## config.mk

```make
export PLATFORM = sky130hd
export DESIGN_NAME = dac_run_sequencer
export DESIGN_NICKNAME = d
export VERILOG_FILES = /design/src/rtl/dac_run_sequencer.sv
export SDC_FILE = /design/constraint.sdc
export NUM_CORES = 1
export LEC_CHECK = 0
export BUFFER_PORTS_ARGS = -buffer_cell sky130_fd_sc_hd__buf_2
export CAP_MARGIN = 5
export CORE_ASPECT_RATIO = 1.2
export CORE_MARGIN = 3
export CORE_UTILIZATION = 63
export CTS_BUF_LIST = sky130_fd_sc_hd__clkbuf_8
export CTS_CLUSTER_DIAMETER = 50
export CTS_CLUSTER_SIZE = 20
export DETAILED_ROUTE_END_ITERATION = 10
export GPL_TIMING_DRIVEN = 0
export PLACE_DENSITY = 0.84
export SKIP_CTS_REPAIR_TIMING = 1
export SLEW_MARGIN = 20
export SYNTH_ARGS = -nofsm -noshare
export SYNTH_HDL_FRONTEND = slang
export SYNTH_SLANG_ARGS = --single-unit
```

## constraint.sdc

```tcl
create_clock -name clk -period 7.05 [get_ports clk]
set_clock_uncertainty 0.2 [all_clocks]
set_input_delay 0.705 -clock clk [delete_from_list [all_inputs] [get_ports clk]]
set_output_delay 0.705 -clock clk [all_outputs]
set_load 0.05 [all_outputs]
```

## src/rtl/dac_run_sequencer.sv

```systemverilog
// dac_run_sequencer: GPIO-programmed PRE/RUN/POST cycle sequencer; define DAC_SEQ_TRIG_COUNT_EN for trigger counters
module dac_run_sequencer #(
    parameter int CFG_W  = 32,
    parameter int GPIO_W = 16
) (
    input  logic              clk,
    input  logic              rstn,
    input  logic [GPIO_W-1:0] gpio_in,
    output logic [2:0]        state_o,
    output logic              run_en,
    output logic              run_first,
    output logic              run_last,
    output logic [CFG_W-1:0]  run_idx,
    output logic              busy,
    output logic              done_pulse,
`ifdef DAC_SEQ_TRIG_COUNT_EN
    output logic              trig_ignored,
    output logic [15:0]       trig_count,
    output logic [15:0]       ign_count
`else
    output logic              trig_ignored
`endif
);
    localparam logic [2:0] IDLE = 3'd0, PRE = 3'd1, RUN = 3'd2, POST = 3'd3, DONE = 3'd4;
    localparam logic [CFG_W-1:0] ONE = CFG_W'(1);

    logic [GPIO_W-1:0] s1, s2, hist, rise;
    logic [1:0]        arm;
    logic [CFG_W-1:0]  pre_cfg, run_cfg, post_cfg, pre_nx, run_nx, post_nx;
    logic [CFG_W-1:0]  pre_l, run_l, post_l, cnt, cnt_nx, later_run, later_post;
    logic [2:0]        state, state_nx;
    logic              pl_rst, start, ignore, in_phase, unused_rise;

    function automatic logic [2:0] first_phase(input logic [CFG_W-1:0] p, input logic [CFG_W-1:0] r,
                                               input logic [CFG_W-1:0] q);
        return (p != '0) ? PRE : (r != '0) ? RUN : (q != '0) ? POST : DONE;
    endfunction

    function automatic logic [CFG_W-1:0] first_count(input logic [CFG_W-1:0] p, input logic [CFG_W-1:0] r,
                                                     input logic [CFG_W-1:0] q);
        return (p != '0) ? p : (r != '0) ? r : q;
    endfunction

    // Edges are masked until the history register holds a real sample, so levels held across reset are not edges
    assign rise        = (arm == 2'd3) ? (s2 & ~hist) : '0;
    assign unused_rise = ^rise;
    assign pl_rst      = s2[5];
    assign pre_nx      = rise[9]  ? {pre_cfg[CFG_W-2:0],  s2[0]} : pre_cfg;
    assign run_nx      = rise[3]  ? {run_cfg[CFG_W-2:0],  s2[0]} : run_cfg;
    assign post_nx     = rise[10] ? {post_cfg[CFG_W-2:0], s2[0]} : post_cfg;
    assign start       = rise[6] && state == IDLE && !pl_rst;
    assign ignore      = rise[6] && state != IDLE && !pl_rst;
    assign in_phase    = state == PRE || state == RUN || state == POST;
    assign later_run   = (state == PRE) ? run_l : '0;
    assign later_post  = (state == POST) ? '0 : post_l;

    assign state_o    = state;
    assign run_en     = state == RUN;
    assign run_first  = run_en && run_idx == '0;
    assign run_last   = run_en && cnt == ONE;
    assign busy       = state != IDLE;
    assign done_pulse = state == DONE;

    // Next phase selection: a phase ends when its remaining count reaches one
    always_comb begin
        state_nx = state;
        cnt_nx   = cnt;
        if (start) begin
            state_nx = first_phase(pre_nx, run_nx, post_nx);
            cnt_nx   = first_count(pre_nx, run_nx, post_nx);
        end else if (state == DONE) begin
            state_nx = IDLE;
        end else if (in_phase && cnt == ONE) begin
            state_nx = first_phase('0, later_run, later_post);
            cnt_nx   = first_count('0, later_run, later_post);
        end else if (in_phase) begin
            cnt_nx = cnt - ONE;
        end
    end

    // Synchronizer, history register and post-reset edge arming
    always_ff @(posedge clk or negedge rstn) begin
        if (!rstn) begin
            s1   <= '0;
            s2   <= '0;
            hist <= '0;
            arm  <= '0;
        end else begin
            s1   <= gpio_in;
            s2   <= s1;
            hist <= s2;
            arm  <= arm + {1'b0, arm != 2'd3};
        end
    end

    // Serial config registers; shifting is allowed in any state
    always_ff @(posedge clk or negedge rstn) begin
        if (!rstn) begin
            pre_cfg  <= '0;
            run_cfg  <= '0;
            post_cfg <= '0;
        end else begin
            pre_cfg  <= pre_nx;
            run_cfg  <= run_nx;
            post_cfg <= post_nx;
        end
    end

    // Sequencer FSM with counts latched at trigger; pl_rst forces IDLE
    always_ff @(posedge clk or negedge rstn) begin
        if (!rstn) begin
            state        <= IDLE;
            cnt          <= '0;
            run_idx      <= '0;
            trig_ignored <= 1'b0;
            pre_l        <= '0;
            run_l        <= '0;
            post_l       <= '0;
        end else if (pl_rst) begin
            state        <= IDLE;
            cnt          <= '0;
            run_idx      <= '0;
            trig_ignored <= 1'b0;
        end else begin
            state        <= state_nx;
            cnt          <= cnt_nx;
            run_idx      <= (state == RUN && state_nx == RUN) ? run_idx + ONE : '0;
            trig_ignored <= ignore;
            if (start) begin
                pre_l  <= pre_nx;
                run_l  <= run_nx;
                post_l <= post_nx;
            end
        end
    end

`ifdef DAC_SEQ_TRIG_COUNT_EN
    // Saturating counts of accepted and ignored triggers
    always_ff @(posedge clk or negedge rstn) begin
        if (!rstn) begin
            trig_count <= '0;
            ign_count  <= '0;
        end else if (pl_rst) begin
            trig_count <= '0;
            ign_count  <= '0;
        end else begin
            if (start && !(&trig_count)) trig_count <= trig_count + 16'd1;
            if (ignore && !(&ign_count)) ign_count <= ign_count + 16'd1;
        end
    end
`endif

endmodule

```

---- After elaboration in Yosys (flattened, before gate mapping) ----
Cells that the tools add are included.
storage, ports and cells
  output and inout port bits .............. 41
  word-level logic and storage cells ...... 76
  register bits ........................... 263
cells by class
  add/sub/neg operators ................... 3
  bitwise gates (word level) .............. 3
  multiplexer cells ....................... 26
  reduce and logical (&&, ||, !) cells .... 22
  equal/unequal tests ..................... 9
operators with widths
  operator                                                                  count
  32-bit 2-to-1 mux                                                         15
  32-bit nonzero test                                                       5
  32-bit by 1-bit adder with 32-bit output (second input constant)          1
  32-bit by 1-bit equality test with 1-bit output (second input constant)   1
  32-bit zero test                                                          1
  32-bit by 1-bit subtractor with 32-bit output (second input constant)     1
  3-bit 2-to-1 mux                                                          9
  11-bit bitwise AND                                                        1
  11-bit 2-to-1 mux                                                         1
  11-bit NOT                                                                1
  3-bit by 2-bit equality test with 1-bit output (second input constant)    3
  1-bit logical AND                                                         8
  2-bit AND reduction                                                       2
  4-bit nonzero test                                                        1
  3-bit by 1-bit equality test with 1-bit output (second input constant)    1
  3-bit equality test (second input constant)                               1
  3-bit zero test                                                           1
  3-bit by 1-bit inequality test with 1-bit output (second input constant)  1
  3-bit nonzero test                                                        1
  2-bit by 1-bit adder with 2-bit output                                    1
  2-bit equality test (second input constant)                               1
  1-bit logical OR                                                          2
  2-bit inequality test (second input constant)                             1
  1-bit zero test                                                           1
  2 further kinds                                                           2

---- Longest topological paths before layout ----
Gate-level depths: netlist of the first run.
  word-level depth ........................ 13
  mapped depth ............................ 11

---- Worst setup path after synthesis of the first run ----
OpenSTA, ideal clock, no wires.
  path type ............................... register to output
  from .................................... reg state[2] (netlist: state_o[2])
  to ...................................... out run_first
  setup slack ............................. 2.732 ns
  stages on the path, launching flop included .. 5
  arrival ................................. 3.413 ns
  path buffers ............................ 1
  cells stage by stage .................... dfrtp_1 > clkbuf_1 > nor3b_1 > nand3_1 > nor3_1
on the way
  cells in the longest elaborated chain, start to end .. 2
ends and longest elaborated chain
  item                                            RTL line  RTL
  start: declaration                              31        logic [2:0] state, state_nx;
  start signal: assignment                        125       state <= state_nx;
  3-bit by 2-bit equality test with 1-bit output  58        assign run_en = state == RUN;
  via run_en                                      10        output logic run_en,
  1-bit logical AND                               59        assign run_first = run_en && run_idx == '0;
  end: declaration                                11        output logic run_first,
The timed path passes the listed nets, and every way through them passes these cells.

---- Worst setup path in the final report of the first run ----
  from .................................... reg state[2] (netlist: state_o[2])
  to ...................................... out run_first
on the way
  cells in the longest elaborated chain, start to end .. 2
ends and longest elaborated chain
  item                                            RTL line
  3-bit by 2-bit equality test with 1-bit output  58
  1-bit logical AND                               59
Every way passes these cells.

==> results of run 1 <==
## routing by layer
metal	share of wire (%)	global-route usage [%]	wire, microns	vias to the layer above
li1	-	-	-	4280
met1	39	45.6	13300	4853
met2	48	56.1	16600	528
met3	8.5	6.61	2910	120
met4	4.6	14.2	1590	0
met5	0	0	0	-
## worst register-to-register path, delay by kind of cell, from the launching register on
| kind | cells | cell delay [ps] |
|---|---|---|
| and+or+nand+nor | 2 | 340 |
| DFF | 1 | 470 |
| buffers and inverters | 4 | 1470 |
| muxes | 1 | 300 |
| AOI/OAI and AO/OA | 3 | 830 |
## worst min-delay path by stage
stage	startpoint	end	slack (ps)	cells past startpoint
after floorplan	s1[0]	s2[0]	130	0
after global placement	s1[6]	s2[6]	130	0
after detailed placement	s1[10]	s2[10]	130	0
after CTS	rstn	run_cfg[21]	-120	1
after global routing	gpio_in[5]	s1[5]	10	1
final	gpio_in[5]	s1[5]	20	1
## state kept, by name (all words and copies together), names as in the netlist, 3 cells and up
| name | count |
|---|---|
| post_l | 32 |
| s1 | 6 |
| run_cfg | 32 |
| state_o | 3 |
| s2 | 6 |
| cnt | 32 |
| hist | 4 |
| run_l | 32 |
| run_idx | 32 |
| post_cfg | 32 |
| pre_cfg | 32 |
## stage by stage
stage               cell area [sq um]  std cells
finish                          13000       1466
global route                    13000       1466
CTS                             12900       1465
detailed placement              12400       1424
global placement                12400       1422
floorplan                       11800       1122
## power breakdown
| group | internal [W] | switching (W) | leakage [nW] |
|---|---|---|---|
| sequential | 0.00167 | 0.000267 | 3.19 |
| combinational | 0.000350 | 0.000628 | 2.70 |
| clock | 0.000359 | 0.000599 | 0.243 |
| total | 0.00238 | 0.00149 | 6.13 |
## cell families after synthesis
kind of cell | share of synthesized area (%)
adders and majority gates | 0.424
xor gates and xnor gates | 2.89
muxes | 10.4
AOI/OAI and AO/OA | 14.2
and+or+nand+nor | 15.8
DFF | 52.1
buffers and inverters | 4.17
## area by class of cell
type | count | share of cell area, %
plain buffers | 61 | 2.04
clock buffers | 23 | 2.44
clock inverters | 18 | 1.55
inverters | 61 | 1.77
multi-input cells | 754 | 39.8
flip-flops and latches | 246 | 47.5
well taps | 252 | 2.43
repair buffers | 51 | 2.43
## synth_stat cells, types with 4 or more instances
cell and count:
a221oi_2 10, and2_1 4, nand2_1 43, nor3b_1 4, o221ai_2 4, nand3_1 24
a21oi_1 61, mux2i_1 49, clkbuf_1 41, inv_1 61, o31ai_1 17, and4_1 4
dfrtp_1 246, o21ai_0 42, ha_1 4, xor2_1 18, or2_2 5, a221oi_1 9
o211ai_1 8, nor2b_1 4, xnor2_1 21, a222oi_1 8, nor4_1 52, nor3_1 31
or4_1 6, nor2_1 145, or3_1 10, buf_2 10, mux2_2 66, nand4_1 22
a31oi_1 4, o2111ai_1 5, buf_1 7, a221o_1 21, o221ai_1 4
==> impl_metrics.toml, run 1 <==
[yosys]
ys_warn_count = 0
synth_seq_cells = 246
yosysTopAreaCellShare_pct = 52.1
synth-edff-count = 0
ys_async_sr_fraction_pct = 100
synth_area_leader_cell = "dfrtp_1"
synth_area_sq_um = 11800
synth_cells = 1122
synth_nets = 1144
netlist-cell-type-count = 66
syn_avg_cell_area_sq_um = 10.5
ys.flop_type = "dfrtp_1"
synth_area_leaders = "dfrtp_1, mux2_2, nor2_1, mux2i_1, nor4_1"
yosysSeqAreaShare_pct = 52.1

[timing]
fmax_mhz = 263
worst_pin_slew_ps = 1240
rsz0062_at_grt = "no"
post-route-min-period_ps = 3800
finalMaxSlewViolations = 0
fin_crit_sh_pct = 53.9
setup_ws_ps = 3250
relSlewSlack_pct = 16.9
setup_tns_ps = 0
fin_hold_ws_ps = 19.5
setup_viol = 0
hold_viol_final = 0

[power_and_ir_drop]
total_power_w = 0.00387
p_per_area_nw_per_um2 = 299
cellLeakagePower_nw = 6.13
ir_drop_uv = 221

[setup_path]
critPathBufInv = 2
crit_cells = 5
cpMaxStageDelayCell = "nor3b_1"
cp.arrival_ps = 2890
reg2regPathDepth = 10
path_cells = "clkbuf_1 -> nor3b_1 -> nand3_1 -> nor3_1 -> buf_2"
cp_max_fo = 9
worstSetupEndpoint = "run_first"
r2r_slack_ps = 3290
crit_start = "state_o[2]"
crit_type = "register to primary output"
timing.rr.start = "arm[1]"
cp_top_family = "simple AND/OR/NAND/NOR gates"
reg2reg_to = "cnt[26]"
endpoint_kind = "primary output"
slowest_delay_ps = 1040
crit_required_ps = 6140
startpoint_type = "register"

[die]
rows = 54
die_w_microns = 131
core_area_sq_um = 18300
die_h_microns = 156
start_util_pct = 64.5
dieArea_sq_um = 20400
num_io_pins = 59

[routing]
vias_per_cell = 6.67
drt_iter0_drc = 1164
drtPass1Iterations = 6
drt-total-wl_microns = 34400
post_drt_wl_per_cell_microns = 23.5
ant_nets = 0
via_count = 9781
drc = 0

[place]
io_buffers = 48
hpwlAfterDp_microns = 26100
dp_slack_ps = 3530
globalplace.congestion = 0.989

[layout]
antennaDiodeCount = 0
fillers = 1337
layout_common_cells = "dfrtp_1, nor2_1, mux2_2"
multi_input_comb_area_sq_um = 5160
final_util_pct = 70.8
nets = 1220
area_growth_pct = 9.72
drive_gt1_share_pct = 16.5
layout_commonest_cell = "dfrtp_1"
seqCellArea_sq_um = 6160

[cts]
numCtsBuffers = 23
htree_levels = 1
root_buffer = "clkbuf_8"
cts_tree = "yes"
cts_max_path_buffers = 3
clk_latency_ps = 580
clkSinkCount = 246
clkTransAtPathRegs_ps = 130

[job]
cap_violations = 0

[grt]
grt_max_degree = 89
antenna_found_initial = 0
track_usage_pct = 34.5
grt_pass1_vias = 9853
overflow = 0
grt_pass1_wl_microns = 54400

[status]
outcome = "finished, final reports clean"

[hold_path]
hold_class = "input port to register"
No activity file was read; power rests on OpenSTA's default activity.
==> run 2: changes to the inputs <==
--- a/config.mk
+++ b/config.mk
@@ -9,13 +9,13 @@
 export CAP_MARGIN = 5
 export CORE_ASPECT_RATIO = 1.2
 export CORE_MARGIN = 3
-export CORE_UTILIZATION = 63
+export CORE_UTILIZATION = 58
 export CTS_BUF_LIST = sky130_fd_sc_hd__clkbuf_8
 export CTS_CLUSTER_DIAMETER = 50
 export CTS_CLUSTER_SIZE = 20
 export DETAILED_ROUTE_END_ITERATION = 10
 export GPL_TIMING_DRIVEN = 0
-export PLACE_DENSITY = 0.84
+export PLACE_DENSITY = 0.81
 export SKIP_CTS_REPAIR_TIMING = 1
 export SLEW_MARGIN = 20
 export SYNTH_ARGS = -nofsm -noshare
==> constraint.sdc (replaced) <==
create_clock -name clk -period 3.2 [get_ports clk]
set_clock_uncertainty 0.2 [all_clocks]
set_input_delay 0.32 -clock clk [delete_from_list [all_inputs] [get_ports clk]]
set_output_delay 0.32 -clock clk [all_outputs]
set_load 0.05 [all_outputs]
==> run 2 against run 1 <==
Effect of this change: sequential power grew 120%; critical endpoint is now cnt[5]; routed wire length grew 2.2%; register-to-register slack lost 3300 ps; flip-flop and latch count is the same.
==> impl_metrics.toml, run 2 (same netlist as run 1, synthesis figures left out) <==
[routing]
drtPass1Iterations = 6
vias_per_cell = 6.50
post_drt_wl_per_cell_microns = 23.6
drc = 0
ant_nets = 0
drt-total-wl_microns = 35200
drt_iter0_drc = 1164
via_count = 9718

[die]
core_area_sq_um = 19800
die_w_microns = 136
die_h_microns = 162
rows = 56
start_util_pct = 59.8
num_io_pins = 59
dieArea_sq_um = 22100

[setup_path]
startpoint_type = "register"
crit_type = "register to register"
cp.arrival_ps = 3520
crit_required_ps = 3530
endpoint_kind = "register"
cp_max_fo = 10
crit_start = "run_l[20]"
timing.rr.start = "run_l[20]"

[place]
io_buffers = 48
hpwlAfterDp_microns = 26300
globalplace.congestion = 1.01

[power_and_ir_drop]
ir_drop_uv = 508
total_power_w = 0.00890
p_per_area_nw_per_um2 = 665
cellLeakagePower_nw = 6.33

[grt]
grt_pass1_vias = 9395
grt_pass1_wl_microns = 54000
antenna_found_initial = 0
overflow = 0
grt_max_degree = 104
track_usage_pct = 31.9

[cts]
root_buffer = "clkbuf_8"
clk_latency_ps = 590
clkSinkCount = 246
cts_tree = "yes"
numCtsBuffers = 26
clkTransAtPathRegs_ps = 100
htree_levels = 1
cts_max_path_buffers = 3

[timing]
fin_hold_ws_ps = 41.1
setup_viol = 0
relSlewSlack_pct = 37.5
fmax_mhz = 314
hold_viol_final = 0
finalMaxSlewViolations = 0
post-route-min-period_ps = 3190
fin_crit_sh_pct = 99.6
worst_pin_slew_ps = 937
rsz0062_at_grt = "yes"

[status]
outcome = "finished, final reports clean"

[layout]
layout_commonest_cell = "dfrtp_1"
fillers = 1535
final_util_pct = 67.8
nets = 1236
layout_common_cells = "dfrtp_1, nor2_1, mux2_2"
drive_gt1_share_pct = 20.8
antennaDiodeCount = 0
area_growth_pct = 13.4

[job]
cap_violations = 0

[hold_path]
hold_class = "input port to asynchronous set/reset pin"
-- run 2: area by class of cell --
type                            count  area, sq um  area share, %
Clock inverter                     20          250           1.87
Sequential cell                   246         6160           46.0
Inverter                           61          229           1.71
Clock buffer                       28          385           2.88
Buffer                             57          265           1.98
Tap cell                          261          327           2.44
Timing Repair Buffer               68          460           3.44
Multi-Input combinational cell    754         5320           39.7
-- run 2: critical path: stages (launching register included) --
cell and delay [ps]:
dfrtp_1 430, nor4_1 390, nand4_1 210, o31ai_1 500, clkbuf_1 760, a221oi_2 200
nor3_1 250, a221o_1 180
-- run 2: routing by layer --
layer  part of all wire [%]  up-vias  global-route usage [%]
li1                       -     4319                       -
met1                     40     4787                    43.8
met2                     48      509                    51.9
met3                    8.4      103                    5.14
met4                    3.9        0                    11.3
met5                      0        -                       0
-- run 2: worst paths after layout --
path,endpoint,slack [ps],cells after the start
max,cnt[5],10,7
min,cnt[12],40,2
max reg2reg,cnt[5],10,7
min reg2reg,s2[0],160,0
max in group asynchronous,arm[0],1870,3
min in group clk,s2[0],160,0
-- run 2: through the flow --
step	area (sq um)	instances	setup TNS [ps]	worst slack, ps
finish	13400	1495	0	11.5
global route	13400	1495	-101	-33.8
CTS	13100	1481	-11750	-415
detailed placement	12500	1433	-9010	-366
global placement	12400	1431	-654140	-2660
floorplan	11800	1122	0	5.32
-- run 2: power by group --
| part | switching (W) | leakage [nW] | internal [W] |
|---|---|---|---|
| clock network | 0.00142 | 0.318 | 0.000957 |
| logic | 0.00142 | 2.82 | 0.000815 |
| registers | 0.000608 | 3.19 | 0.00368 |
| total | 0.00345 | 6.33 | 0.00545 |
